## config.mk

```make
export PLATFORM = sky130hd
export DESIGN_NAME = fetch_stage
export DESIGN_NICKNAME = d
export VERILOG_FILES = /design/src/rtl/fetch_stage.sv
export SDC_FILE = /design/constraint.sdc
export NUM_CORES = 1
export LEC_CHECK = 0
export ABC_AREA = 1
export CORE_UTILIZATION = 54
export DETAILED_ROUTE_END_ITERATION = 16
export GPL_TIMING_DRIVEN = 0
export PLACE_DENSITY_LB_ADDON = 0.12
export SLEW_MARGIN = 20
export SYNTH_ARGS = -nofsm -noshare
export SYNTH_HDL_FRONTEND = slang
export SYNTH_SLANG_ARGS = --single-unit
```

## constraint.sdc

```tcl
create_clock -name clk -period 6.79 [get_ports clk]
set_clock_uncertainty 0.1 [all_clocks]
set_input_delay 1.358 -clock clk [delete_from_list [all_inputs] [get_ports clk]]
set_output_delay 1.358 -clock clk [all_outputs]
set_load 0.02 [all_outputs]
```

## src/rtl/fetch_stage.sv

```systemverilog
// -----------------------------------------------------------------------------
// fetch_stage
// Instruction-fetch stage of a 5-stage RISC-V pipeline. Owns the program
// counter, presents it as the byte address to a combinational instruction
// memory, and captures the returned word into the IF/ID pipeline register.
// It also handles hazard stalls, flushes, branch redirects and the halt that
// occurs when fetch runs off the end of the instruction memory.
//
// Ports:
//   clk            rising-edge clock
//   reset          synchronous, active-high reset
//   imem_addr      byte address to instruction memory (equals the PC register)
//   imem_instr     instruction word returned for imem_addr
//   stall          hold PC, IF/ID, fetch_count and state
//   flush          replace IF/ID with a bubble, PC holds
//   branch_taken   redirect fetch to branch_target (word aligned)
//   branch_target  redirect byte address
//   if_id_pc       PC of the instruction in IF/ID
//   if_id_instr    instruction in IF/ID
//   if_id_valid    IF/ID holds a real instruction (not a bubble)
//   halted         fetch is in the HALT state
//   fetch_count    saturating count of instructions latched valid into IF/ID
// -----------------------------------------------------------------------------
module fetch_stage #(
  parameter logic [63:0] RESET_PC   = 64'd0,
  parameter int unsigned IMEM_BYTES = 112,
  parameter logic [31:0] NOP_INSTR  = 32'h0000_0013
) (
  input  logic        clk,
  input  logic        reset,
  output logic [63:0] imem_addr,
  input  logic [31:0] imem_instr,
  input  logic        stall,
  input  logic        flush,
  input  logic        branch_taken,
  input  logic [63:0] branch_target,
  output logic [63:0] if_id_pc,
  output logic [31:0] if_id_instr,
  output logic        if_id_valid,
  output logic        halted,
  output logic [31:0] fetch_count
);

  typedef enum logic {
    RUN,
    HALT
  } state_t;

  state_t      state_q, state_d;
  logic [63:0] pc_q, pc_d;
  logic [63:0] if_id_pc_d;
  logic [31:0] if_id_instr_d;
  logic        if_id_valid_d;
  logic [31:0] fetch_count_d;
  logic [63:0] target_aligned;

  // The range test is done in 65 bits so that a PC near 2^64 cannot wrap
  // around to a small value and look legal.
  function automatic logic in_range(input logic [63:0] addr);
    return ({1'b0, addr} + 65'd4) <= 65'(IMEM_BYTES);
  endfunction

  assign target_aligned = branch_target & ~64'd3;
  assign imem_addr      = pc_q;
  assign halted         = (state_q == HALT);

  // NOTE: every signal gets a hold/default value before the priority chain so
  // no path leaves it unassigned, which would otherwise infer a latch.
  always_comb begin
    state_d       = state_q;
    pc_d          = pc_q;
    if_id_pc_d    = if_id_pc;
    if_id_instr_d = if_id_instr;
    if_id_valid_d = if_id_valid;
    fetch_count_d = fetch_count;

    if (branch_taken) begin
      // Redirect wins over stall and flush, and may also leave HALT.
      pc_d          = target_aligned;
      if_id_pc_d    = '0;
      if_id_instr_d = NOP_INSTR;
      if_id_valid_d = 1'b0;
      state_d       = in_range(target_aligned) ? RUN : HALT;
    end else if (flush) begin
      // PC holds, so the squashed address is fetched again next cycle.
      if_id_pc_d    = '0;
      if_id_instr_d = NOP_INSTR;
      if_id_valid_d = 1'b0;
    end else if (stall) begin
      // Everything holds (defaults above).
    end else if (state_q == RUN && in_range(pc_q)) begin
      if_id_pc_d    = pc_q;
      if_id_instr_d = imem_instr;
      if_id_valid_d = 1'b1;
      pc_d          = pc_q + 64'd4;
      fetch_count_d = (fetch_count == '1) ? fetch_count : fetch_count + 32'd1;
    end else begin
      // Ran off the end of memory, or already halted: emit bubbles, PC holds.
      if_id_pc_d    = '0;
      if_id_instr_d = NOP_INSTR;
      if_id_valid_d = 1'b0;
      state_d       = HALT;
    end
  end

  // NOTE: sequential state uses non-blocking assignments so every register
  // samples the pre-edge values regardless of statement order.
  always_ff @(posedge clk) begin
    if (reset) begin
      state_q     <= RUN;
      pc_q        <= RESET_PC;
      if_id_pc    <= '0;
      if_id_instr <= NOP_INSTR;
      if_id_valid <= 1'b0;
      fetch_count <= '0;
    end else begin
      state_q     <= state_d;
      pc_q        <= pc_d;
      if_id_pc    <= if_id_pc_d;
      if_id_instr <= if_id_instr_d;
      if_id_valid <= if_id_valid_d;
      fetch_count <= fetch_count_d;
    end
  end

endmodule

```

; Yosys cells after proc, flatten, opt, wreduce, memory -nomap -nowiden
; Index checks and enable logic that the tools add are counted.
[totals]
ff_bits = 194
inputBits = 101
output_inout_bits = 194
elab_cells = 42
[classes]
n_addsub = 4
magnitude_cmp = 2
eq_ne = 4
mux = 12
bitwise = 5
reduce_logical = 8
[op_table]
columns = cell, count
row1 = $mux W64, 5
row2 = $add A64 B3 Y65 const B, 2
row3 = $le A65 B7 Y1 const B, 2
row4 = $add A64 B3 Y64 const B, 1
row5 = $add A32 B1 Y32 const B, 1
row6 = $eq A32 B32 Y1 const B, 1
row7 = $mux W32, 1
row8 = $reduce_and A3 Y1, 3
row9 = $mux W1, 6
row10 = $not A1 Y1, 5
row11 = $reduce_and A5 Y1, 1
row12 = $ne A2 B1 Y1 const B, 2
row13 = $reduce_or A3 Y1, 1
row14 = $ne A2 B2 Y1 const B, 1
row15 = $reduce_bool A2 Y1, 1
row16 = $reduce_or A2 Y1, 1
row17 = $logic_and A1 B1 Y1, 1

; Logic depth before layout (Yosys ltp)
[logic_depth]
word_depth = 7
mapped_depth = 19
ltp_nobuf = 19

; Worst setup path after synthesis
; Ideal clock, no wire load.
[synth_timing]
path_kind = input -> register
startpoint = input port branch_target[4]
endpoint = register state_q (netlist: halted)
setup_time_ns = 0.111
t_arrival_ns = 3.110
required_time_ns = 6.579
slack_ns = 3.468
path_stages = 14
path_buffers = 0
cell_sequence = inv_1 > nor2_1 > nand2_1 > nor2_2 > nand4_1 > nor2_1 > nand2_1 > nor2_1 > nand2_1 > xor2_1 > nor3_1 > nand3_1 > nor2_1 > nor2_1
[synth_via]
elab_chain_cells = 4
[synth_lines]
columns = element, line_no
row1 = from (decl), 36  ; input logic [63:0] branch_target,
row2 = $add A64 B3 Y65, 60  ; return ({1'b0, addr} + 65'd4) <= 65'(IMEM_BYTES);
row3 = $le A65 B7 Y1, 60
row4 = $mux W1, 83  ; state_d = in_range(target_aligned) ? RUN : HALT;
row5 = $mux W1, 77  ; if (branch_taken) begin
row6 = to (signal assigned), 117  ; state_q <= state_d;
row7 = to (decl), 49  ; state_t state_q, state_d;
; No other way between the ends.
; A chain may end at the register's enable or synchronous reset.

; Worst setup path in the final report
[layout_timing]
startpoint = input port branch_target[2]
endpoint = register state_q (netlist: halted)
; The elaborated chain is that of the path after synthesis.

==> flow_summary.ini <==
[run_status]
outcome = finished clean

[detailed_routing]
first_iter_violations = 1515
wl_per_cell_microns = 17.3
vias = 14100
routed_wl_microns = 43800
dr.pass1.iters = 8
drc = 0
ant_nets = 0
routed_via_density = 5.59

[pwr]
p_sw_mw = 0.808
clockPowerShare = 0.413
p_seq_frac = 0.454
internal-power_mw = 1.80
power.share.switching = 0.310
p_leak_nw = 5.43
pwr-share-comb = 0.133
powerDensity_nw_per_um2 = 168
vdd_drop_max_v = 0.000185

[min_path]
hold_path_class = register to register
min_to = if_id_pc[24]
hp-start = if_id_pc[24]
min_path_cells = 2

[yosys]
synth_area_sq_um = 11600
ys_ff_latch = 190
syn_inst = 1932
yosysSeqAreaShare = 0.327
synth_area_per_cell_sq_um = 6.02
yosysWarningCount = 0
synthDistinctLibCells = 33

[die]
io_pins = 295
die_h_microns = 149
die_x_microns = 149
die-area_sq_um = 22100
initial_core_util = 0.552
core_sq_um = 21100
row_count = 53

[clocking]
cts_hold_buf = 0
cts_tree = built
cts_buffer_depth = 2
cts-resized-gates = 0
post_cts_buffers = 0
cts-htree-levels = 4
clk_latency_ps = 450
clock-sinks = 190
root_buffer = clkbuf_16
cts_buffers = 17
clk_pin_slew_ps = 90

[setup_path]
cpMostUsedCell = nor2_1
start_kind = input port
endpoint_kind = register
reg2reg_to = if_id_instr[16]
crit_required_ps = 7020
r2r_start = imem_addr[2]
crit_slowest_cell = clkdlybuf4s50_1
crit_type = input port to register
r2r_cells = 15
cp_data_arrival_time_ps = 4870
rrSetupSlack_ps = 3090
cp_slowest_stage_delay_ps = 650
crit_chain = clkdlybuf4s50_1 > nand2_1 > nor2_1 > nand2_1 > nor2_2 > nand4_1 > nor2_1 > nand3_1 > xor2_1 > nand4_1 > a21oi_1 > nand3_1 > nor2_1 > nor2_1
cpLargestDelayFamily = simple AND/OR/NAND/NOR gates
worstPathMaxFanout = 8
critPathBufInv = 1

[global_routing]
overflow = 0
grt_first_pass_wirelength_microns = 67200
antenna_found_initial = 0
grt_max_degree = 25
grt_pass1_vias = 12900
grt_use_total = 0.392

[placed_design]
dp_hpwl_microns = 35100
place.gp.congestion = 1.01
pre_cts_slack_ps = 1790
io_buffer_count = 286

[sta]
slew_headroom = 0.535
fmax_mhz = 216
min_period_ps = 4630
fin_tns_setup_ps = 0
drv_slew = 0
final.period_utilization = 0.682
worst_pin_slew_ps = 698
fin_ws_ps = 2160
finalSetupViolCount = 0
grt_setup_unrepaired = no
hold_viol_final = 0

[final_layout]
antenna_cells = 0
fin_nets = 2343
nFillCells = 1757
syn_to_final_growth_pct = 33.2
post-route-util = 0.735
drive_gt1_frac = 0.0382

[run]
maxCapViolCount = 0
==> registers in the layout, summed over array words and instances, names as in the netlist <==
signal	cells
halted	1
if_id_pc	62
fetch_count	32
if_id_valid	1
if_id_instr	32
imem_addr	62
==> power by group through the flow <==
stage / Combinational (mW) / Sequential, mW / Clock, mW
CTS: 0.339 / 1.18 / 1.08
floorplan: 0.146 / 1.21 / 0
detailed placement: 0.336 / 1.21 / 0
global placement: 0.333 / 1.21 / 0
global route: 0.372 / 1.19 / 1.13
finish: 0.346 / 1.18 / 1.08
==> worst reg2reg max path, delay by kind of cell, from the launching register on <==
family	cells	cell delay (ps)
compound gates	1	170
xor+xnor	1	140
buf+inv	1	250
flops	1	570
simple gates	12	2390
==> cells in the mapped netlist <==
master	n	area, sq um
nand2_1	661	2480
nor2_1	320	1200
dfxtp_1	190	3800
nand3_1	161	806
a21oi_1	131	656
inv_1	130	488
nor3_1	64	320
xor2_1	62	543
nand4_1	43	269
clkbuf_1	32	120
xnor2_1	19	166
buf_2	15	75.1
nand3b_1	14	105
nor4_1	14	87.6
o21ai_0	14	70.1
nor2_2	12	75.1
buf_4	10	75.1
buf_1	7	26.3
dlygate4sd1_1	5	43.8
nor2_4	5	56.3
inv_2	4	15.0
or2_2	4	25.0
and2_1	3	18.8
ha_1	2	25.0
nand2_2	2	12.5
a22oi_1	1	7.51
and3_1	1	6.26
conb_1	1	3.75
nand3_4	1	17.5
nand4_2	1	12.5
o21ai_1	1	5.00
o31ai_1	1	7.51
or3_1	1	6.26
==> worst max-delay path by stage <==
stage	end	startpoint	cells past startpoint	slack, ps
2_1_floorplan	halted	branch_target[4]	14	3470
3_3_place_gp	halted	branch_target[2]	14	1790
3_5_place_dp	halted	branch_target[2]	14	1790
4_1_cts	halted	branch_target[2]	14	2250
5_1_grt	halted	branch_target[2]	15	1850
6_report	halted	branch_target[2]	14	2160
==> logic make-up after synthesis <==
group	count (synthesis)	synth area share
simple gates	1307	0.473
flops	190	0.327
fa+ha+maj	2	0.00215
compound gates	148	0.0641
other cells	1	0.000322
xor+xnor	81	0.0610
buf+inv	203	0.0725
==> final cells by class <==
class / instances / area (sq um) / share of cell area
inverter: 134 / 503 / 0.0325
clock inverter: 15 / 220 / 0.0142
sequential: 190 / 3800 / 0.245
buffer: 69 / 340 / 0.0220
timing repair buffer: 286 / 2860 / 0.185
multi-input combinational: 1542 / 7000 / 0.451
clock buffer: 17 / 425 / 0.0275
tap: 275 / 344 / 0.0222
==> metrics by stage <==
step	std cells	total power [mW]	cell area, sq um	hold slack (ps)
after floorplan	1935	1.36	11600	420
after global placement	2496	1.54	14800	330
after detailed placement	2496	1.54	14800	332
after CTS	2528	2.60	15500	345
after global routing	2528	2.69	15500	364
final	2528	2.61	15500	346
==> metal layers <==
metal	share of wire	wire [microns]	GRT usage
met1	0.40	17500	0.495
met5	0	0	0
met2	0.46	20100	0.645
met3	0.10	4590	0.0810
met4	0.037	1610	0.167
==> cell usage in the layout, fill, tap and decap left out, types with 19 or more instances in the layout <==
cell / instances
clkdlybuf4s50_1: 286
xnor2_1: 19
dfxtp_1: 190
xor2_1: 62
inv_1: 130
nor3_1: 64
nand3_1: 161
a21oi_1: 131
clkbuf_1: 32
nor2_1: 320
nand4_1: 43
nand2_1: 661
Note: power is estimated with default switching activity, not from simulation.
